`src/rtl/fetch_unit.sv`:
```
// Instruction-fetch front end plus IF/ID pipeline register for the RISC-V core.
// Latency: request in cycle n, instruction in imem_rdata in n+1, visible on id_* in n+2.
// Backpressure: stall_if/stall_id hold the PC and gate new fetches; a response caught by
//   stall_id is parked in a one-entry hold buffer. A flush redirects the PC and kills the
//   in-flight response.
//
// Ports:
//   clk, rst_n                     core clock, async active-low reset
//   stall_if, stall_id             hazard-unit holds for PC / IF-ID register
//   flush_branch, flush_jump       redirects; branch has priority (older instruction)
//   branch_target, jump_target     redirect PCs
//   imem_req, imem_addr            fetch request to the synchronous instruction memory
//   imem_rdata                     instruction for last cycle's request (fixed 1-cycle latency)
//   id_valid, id_pc, id_pc_plus4,
//   id_instr                       IF/ID register contents (NOP when not valid)
//   perf_*_cnt                     saturating counters, only when FETCH_PERF_CNT_EN is defined
//
// Build option: define FETCH_PERF_CNT_EN to add the fetch/stall/flush performance counters.

module fetch_unit #(
  parameter logic [31:0] RESET_PC = 32'h0000_0000,
  parameter int          CNT_W    = 32
) (
  input  logic              clk,
  input  logic              rst_n,
  input  logic              stall_if,
  input  logic              stall_id,
  input  logic              flush_branch,
  input  logic              flush_jump,
  input  logic [31:0]       branch_target,
  input  logic [31:0]       jump_target,
  output logic              imem_req,
  output logic [31:0]       imem_addr,
  input  logic [31:0]       imem_rdata,
  output logic              id_valid,
  output logic [31:0]       id_pc,
  output logic [31:0]       id_pc_plus4,
  output logic [31:0]       id_instr
`ifdef FETCH_PERF_CNT_EN
  ,
  output logic [CNT_W-1:0]  perf_fetch_cnt,
  output logic [CNT_W-1:0]  perf_stall_cnt,
  output logic [CNT_W-1:0]  perf_flush_cnt
`endif
);

  localparam logic [31:0] NOP = 32'h0000_0013;

  if (CNT_W < 1) begin : g_bad_cnt_w
    $error("fetch_unit: CNT_W must be at least 1");
  end

  typedef enum logic {
    RUN  = 1'b0,
    HOLD = 1'b1
  } state_t;

  state_t      state_q, state_d;

  logic [31:0] pc_q;
  logic        rsp_vld_q;
  logic [31:0] rsp_pc_q;
  logic [31:0] hold_pc_q;
  logic [31:0] hold_instr_q;
  logic        id_valid_q;
  logic [31:0] id_pc_q;
  logic [31:0] id_instr_q;

  logic        flush;
  logic [31:0] redirect_pc;
  logic        id_load_rsp;
  logic        id_load_hold;
  logic        hold_load;

  assign flush       = flush_branch | flush_jump;
  // Branch resolves in EX, which is older than the jump in ID, so it wins.
  assign redirect_pc = flush_branch ? branch_target : jump_target;

  // ---------------------------------------------------------------------------
  // FSM: state register
  // ---------------------------------------------------------------------------
  always_ff @(posedge clk or negedge rst_n) begin
    if (!rst_n) begin
      state_q <= RUN;
    end else begin
      state_q <= state_d;
    end
  end

  // ---------------------------------------------------------------------------
  // FSM: next state. HOLD is entered only when a response lands while ID is
  // stalled; only one request is ever in flight, so one buffer entry suffices.
  // ---------------------------------------------------------------------------
  always_comb begin
    state_d = state_q;
    if (flush) begin
      state_d = RUN;
    end else begin
      case (state_q)
        RUN:     if (stall_id && rsp_vld_q) state_d = HOLD;
        HOLD:    if (!stall_id)             state_d = RUN;
        default: state_d = RUN;
      endcase
    end
  end

  // ---------------------------------------------------------------------------
  // FSM: outputs / datapath controls. Flush overrides both stalls.
  // rst_n gates the request so memory sees nothing while reset is held.
  // ---------------------------------------------------------------------------
  always_comb begin
    imem_req     = 1'b0;
    id_load_rsp  = 1'b0;
    id_load_hold = 1'b0;
    hold_load    = 1'b0;
    if (!flush) begin
      case (state_q)
        RUN: begin
          imem_req    = rst_n & ~stall_if & ~stall_id;
          id_load_rsp = ~stall_id;
          hold_load   = stall_id & rsp_vld_q;
        end
        HOLD: begin
          // Releasing the held instruction uses the cycle; fetch resumes next cycle.
          id_load_hold = ~stall_id;
        end
        default: ;
      endcase
    end
  end

  assign imem_addr = pc_q;

  // ---------------------------------------------------------------------------
  // PC and in-flight tag
  // ---------------------------------------------------------------------------
  always_ff @(posedge clk or negedge rst_n) begin
    if (!rst_n) begin
      pc_q      <= RESET_PC;
      rsp_vld_q <= 1'b0;
      rsp_pc_q  <= 32'h0;
    end else begin
      // The tag always describes the request issued in the cycle just ended;
      // a flush cycle never issues, so the tag is cleared on flush as well.
      rsp_vld_q <= imem_req;
      if (flush) begin
        pc_q <= redirect_pc;
      end else if (imem_req) begin
        pc_q     <= pc_q + 32'd4;
        rsp_pc_q <= pc_q;
      end
    end
  end

  // ---------------------------------------------------------------------------
  // Hold buffer
  // ---------------------------------------------------------------------------
  always_ff @(posedge clk or negedge rst_n) begin
    if (!rst_n) begin
      hold_pc_q    <= 32'h0;
      hold_instr_q <= NOP;
    end else if (flush) begin
      hold_pc_q    <= 32'h0;
      hold_instr_q <= NOP;
    end else if (hold_load) begin
      hold_pc_q    <= rsp_pc_q;
      hold_instr_q <= imem_rdata;
    end
  end

  // ---------------------------------------------------------------------------
  // IF/ID register. Bubbles carry PC 0 and a NOP so decode sees a clean slot.
  // ---------------------------------------------------------------------------
  always_ff @(posedge clk or negedge rst_n) begin
    if (!rst_n) begin
      id_valid_q <= 1'b0;
      id_pc_q    <= 32'h0;
      id_instr_q <= NOP;
    end else if (flush || (id_load_rsp && !rsp_vld_q)) begin
      id_valid_q <= 1'b0;
      id_pc_q    <= 32'h0;
      id_instr_q <= NOP;
    end else if (id_load_rsp) begin
      id_valid_q <= 1'b1;
      id_pc_q    <= rsp_pc_q;
      id_instr_q <= imem_rdata;
    end else if (id_load_hold) begin
      id_valid_q <= 1'b1;
      id_pc_q    <= hold_pc_q;
      id_instr_q <= hold_instr_q;
    end
  end

  assign id_valid    = id_valid_q;
  assign id_pc       = id_pc_q;
  assign id_pc_plus4 = id_pc_q + 32'd4;
  assign id_instr    = id_instr_q;

`ifdef FETCH_PERF_CNT_EN
  // ---------------------------------------------------------------------------
  // Saturating performance counters
  // ---------------------------------------------------------------------------
  logic stall_evt;
  assign stall_evt = (stall_if | stall_id) & ~flush;

  always_ff @(posedge clk or negedge rst_n) begin
    if (!rst_n) begin
      perf_fetch_cnt <= '0;
      perf_stall_cnt <= '0;
      perf_flush_cnt <= '0;
    end else begin
      if (imem_req  && (perf_fetch_cnt != '1)) perf_fetch_cnt <= perf_fetch_cnt + 1'b1;
      if (stall_evt && (perf_stall_cnt != '1)) perf_stall_cnt <= perf_stall_cnt + 1'b1;
      if (flush     && (perf_flush_cnt != '1)) perf_flush_cnt <= perf_flush_cnt + 1'b1;
    end
  end
`endif

endmodule

```
`config.mk`:
```
export PLATFORM = sky130hd
export DESIGN_NAME = fetch_unit
export DESIGN_NICKNAME = d
export VERILOG_FILES = /design/src/rtl/fetch_unit.sv
export SDC_FILE = /design/constraint.sdc
export NUM_CORES = 1
export LEC_CHECK = 0
export CORE_MARGIN = 4
export CORE_UTILIZATION = 30
export CTS_CLUSTER_SIZE = 25
export DETAILED_ROUTE_END_ITERATION = 10
export PLACE_DENSITY = 0.63
export SLEW_MARGIN = 25
export SYNTH_ARGS = -nofsm -noshare
export SYNTH_HDL_FRONTEND = slang
export SYNTH_SLANG_ARGS = --single-unit
```
`constraint.sdc`:
```
create_clock -name clk -period 4.5 [get_ports clk]
set_clock_uncertainty 0.05 [all_clocks]
set_input_delay 1.125 -clock clk [delete_from_list [all_inputs] [get_ports clk]]
set_output_delay 1.125 -clock clk [all_outputs]
set_load 0.02 [all_outputs]
```
==> impl_metrics.ini <==
[final_layout]
nets = 1269
flow.area_growth_from_synthesis_pct = 35.7
final_area_sq_mm = 0.0127
fillers = 2974
finalCoreUtilization_pct = 41.4
post_route_cells_drive_above_1_share_pct = 8.74

[clock_tree]
clock_transition_at_the_registers_of_the_reported_paths_ps = 80
worst_skew_pair.late_latency_ps = 420
cts_root_buffer = clkbuf_16
tritoncts_clock_tree = done
cts.repair_timing.setup_buffer_count = 0
cts_resized = 0
ctsHtreeMaxLevel = 4
ctsLongestPathBuffers = 2
cts.sink_count = 195
numCtsBuffers = 17
ctsHoldBuffers = 0

[synth]
post_synthesis_cell_type_count = 49
ys_dominant_reg_cell = dfrtp_1
synth_largest_area_cell = dfrtp_1
synth_common_cells = nand2_1, dfrtp_1, a21oi_1, o21ai_0, mux2i_1
synthMostInstantiatedCell = nand2_1
mappedNetlistArea_sq_mm = 0.00936
ys_ff_latch = 195
ys_async_sr_fraction_pct = 100
syn-mean-instance-area_sq_um = 9.73
syn-instance-count = 962
ys_seq_area_share_pct = 52.2
post_synth_main_area_contributors = dfrtp_1, nand2_1, mux2i_1
yosys_warning_total = 0
number_of_synthesized_flops_with_an_enable_pin = 0
synth_top_cell_area_share_pct = 50.5
syn_nets = 1066

[grt]
globalRoute.totalOverflow = 0
grt_antenna_before_repair = 4
grt_pass1_vias = 7668
grt_first_pass_wirelength_mm = 45.2
globalRouteTotalUtil_pct = 17.0
grt_start_max_net_pins = 156

[place]
detailed_place.area_sq_mm = 0.0121
hpwl_reported_at_the_end_of_detailed_placement_mm = 20.1
port-buffer-count = 231
placer_congestion = 0.821

[worst_setup_path]
cp-end-kind = output pin
max_stage_delay_ps = 620
cp_max_fo = 7
critPathLaunchType = register
cpLargestDelayFamily = simple AND/OR/NAND/NOR gates
crit_path_cell_trace = and4_1 > nand4_1 > nor3_1 > nand3_1 > xnor2_1 > clkdlybuf4s50_1
worstPathBufferInverterCount = 1
critPathSlowestCell = clkdlybuf4s50_1
crit_type = reg -> out
worst-endpoint-required_ps = 3320
worst-endpoint-arrival_ps = 3000

[run_status]
status = completed

[timing]
final-max-slew-violation-count = 0
tightestPinTransition_ps = 958
slew_headroom_pct = 36.1
finalHoldWorstSlack_ps = 433
timing.final.crit_period_ps = 4180
grt_setup_unrepaired = no
timing.final.setup_violations = 0
fin_crit_sh_pct = 92.8
achievable-frequency_mhz = 239
fin_setup_tns_ps = 0
finalHoldViolations = 0

[pwr]
peakVddDrop_uv = 315
power.switching_fraction_pct = 28.1
p_switching_uw = 1140
proportion_of_power_drawn_by_flip_flops_and_latches_pct = 48.8
pwr_density_cell_mw_per_mm2 = 321
internal_cell_power_uw = 2930
total_leakage_power_uw = 0.00491
clock_power_share_pct = 37.8
combinationalPowerShare_pct = 13.3

[min_path]
class_of_the_worst_hold_path = reg -> reg

[floorplanning]
die_height_microns = 185
coreArea_sq_mm = 0.0307
ioPinCount = 232
floorplan.die_area_sq_mm = 0.0341
row_count = 64
dieWidth_microns = 185
initial_utilization_pct = 30.5

[route]
antenna_left = 0
detail_route.first_pass.iterations = 4
route.final.wire_length_mm = 29.2
dr_total_vias = 7846
drt_iter0_drc = 426
wl_per_cell_microns = 18.5
detailed_route_vias_per_instance = 4.98
drc = 0

[flow_run]
drv_cap = 0
==> state kept, by name, indices dropped and copies added (netlist names) <==
signal	count
id_valid	1
imem_addr	32
hold_pc_q	32
rsp_vld_q	1
rsp_pc_q	32
id_instr	32
id_pc	32
state_q	1
hold_instr_q	32
==> layout by cell type (no fill, tap or decap), types with 16 or more instances in the layout <==
| master | instances |
|---|---|
| nand2_1 | 231 |
| xor2_1 | 20 |
| o21ai_0 | 71 |
| clkdlybuf4s50_1 | 229 |
| dfrtp_1 | 188 |
| xnor2_1 | 29 |
| nor2_1 | 16 |
| clkbuf_16 | 17 |
| mux2i_1 | 66 |
| mux2_2 | 34 |
| a21oi_1 | 84 |
| nand3_1 | 27 |
| nand4_1 | 20 |
==> kinds of logic (layout without fill, tap and decap cells) <==
kind of cell / count (synthesis) / after routing / share of synthesized area, %
AOI/OAI and AO/OA: 200 / 200 / 11.9
adders and majority gates: 2 / 2 / 0.267
and+or+nand+nor: 349 / 349 / 17.0
muxes: 100 / 100 / 11.1
buffers and inverters: 67 / 283 / 2.93
xor gates and xnor gates: 49 / 49 / 4.58
DFF: 195 / 195 / 52.2
other: 0 / 3 / 0
==> power groups by stage <==
stage          logic [uW]  clock network (uW)  registers [uW]
4_1_cts               555                1600            1990
3_3_place_gp          546                   0            2020
5_1_grt               597                1660            2010
2_1_floorplan         236                   0            2020
3_5_place_dp          552                   0            2030
6_report              544                1540            1990
==> path summary, 6_finish.rpt <==
check	start	end	slack, ps	cells past startpoint
worst min-delay path	id_valid	id_valid	430	2
worst max register to register	state_q	hold_instr_q[12]	1380	5
worst min register to register	id_valid	id_valid	430	2
worst max-delay path	id_pc[7]	id_pc_plus4[25]	320	6
max in group asynchronous	rst_n	hold_pc_q[3]	2320	3
min in group asynchronous	rst_n	id_instr[22]	820	2
==> stage by stage <==
step | cells | total power (uW) | setup slack (ps)
6_report | 1577 | 4080 | 322
5_1_grt | 1576 | 4270 | 47.7
4_1_cts | 1574 | 4140 | 209
3_5_place_dp | 1542 | 2580 | 420
3_3_place_gp | 1542 | 2570 | 440
2_1_floorplan | 962 | 2250 | 1140
==> worst register-to-register path, delay by kind of cell, from the launching register on <==
kind                   cells  cell delay [ps]
AO/OA/AOI/OAI              1              160
buffers and inverters      2             1060
AND/OR/NAND/NOR            2              960
flip-flops                 1              800
==> metal layers <==
metal	up-vias	GRT usage (%)	wire, microns
met5	-	0	27
met4	4	5.08	712
met3	36	3.89	1840
met2	234	26.2	13300
met1	3819	24.0	13300
li1	3753	-	-
==> cell type report <==
type / count / area, sq um / area share [%]
Inverter: 6 / 22.5 / 0.177
Tap cell: 396 / 495 / 3.90
Antenna cell: 3 / 7.51 / 0.0591
Clock buffer: 17 / 425 / 3.35
Sequential cell: 195 / 4890 / 38.5
Multi-Input combinational cell: 700 / 4220 / 33.2
Timing Repair Buffer: 245 / 2470 / 19.4
Clock inverter: 15 / 170 / 1.34
Power figures use the tool's default switching activity.
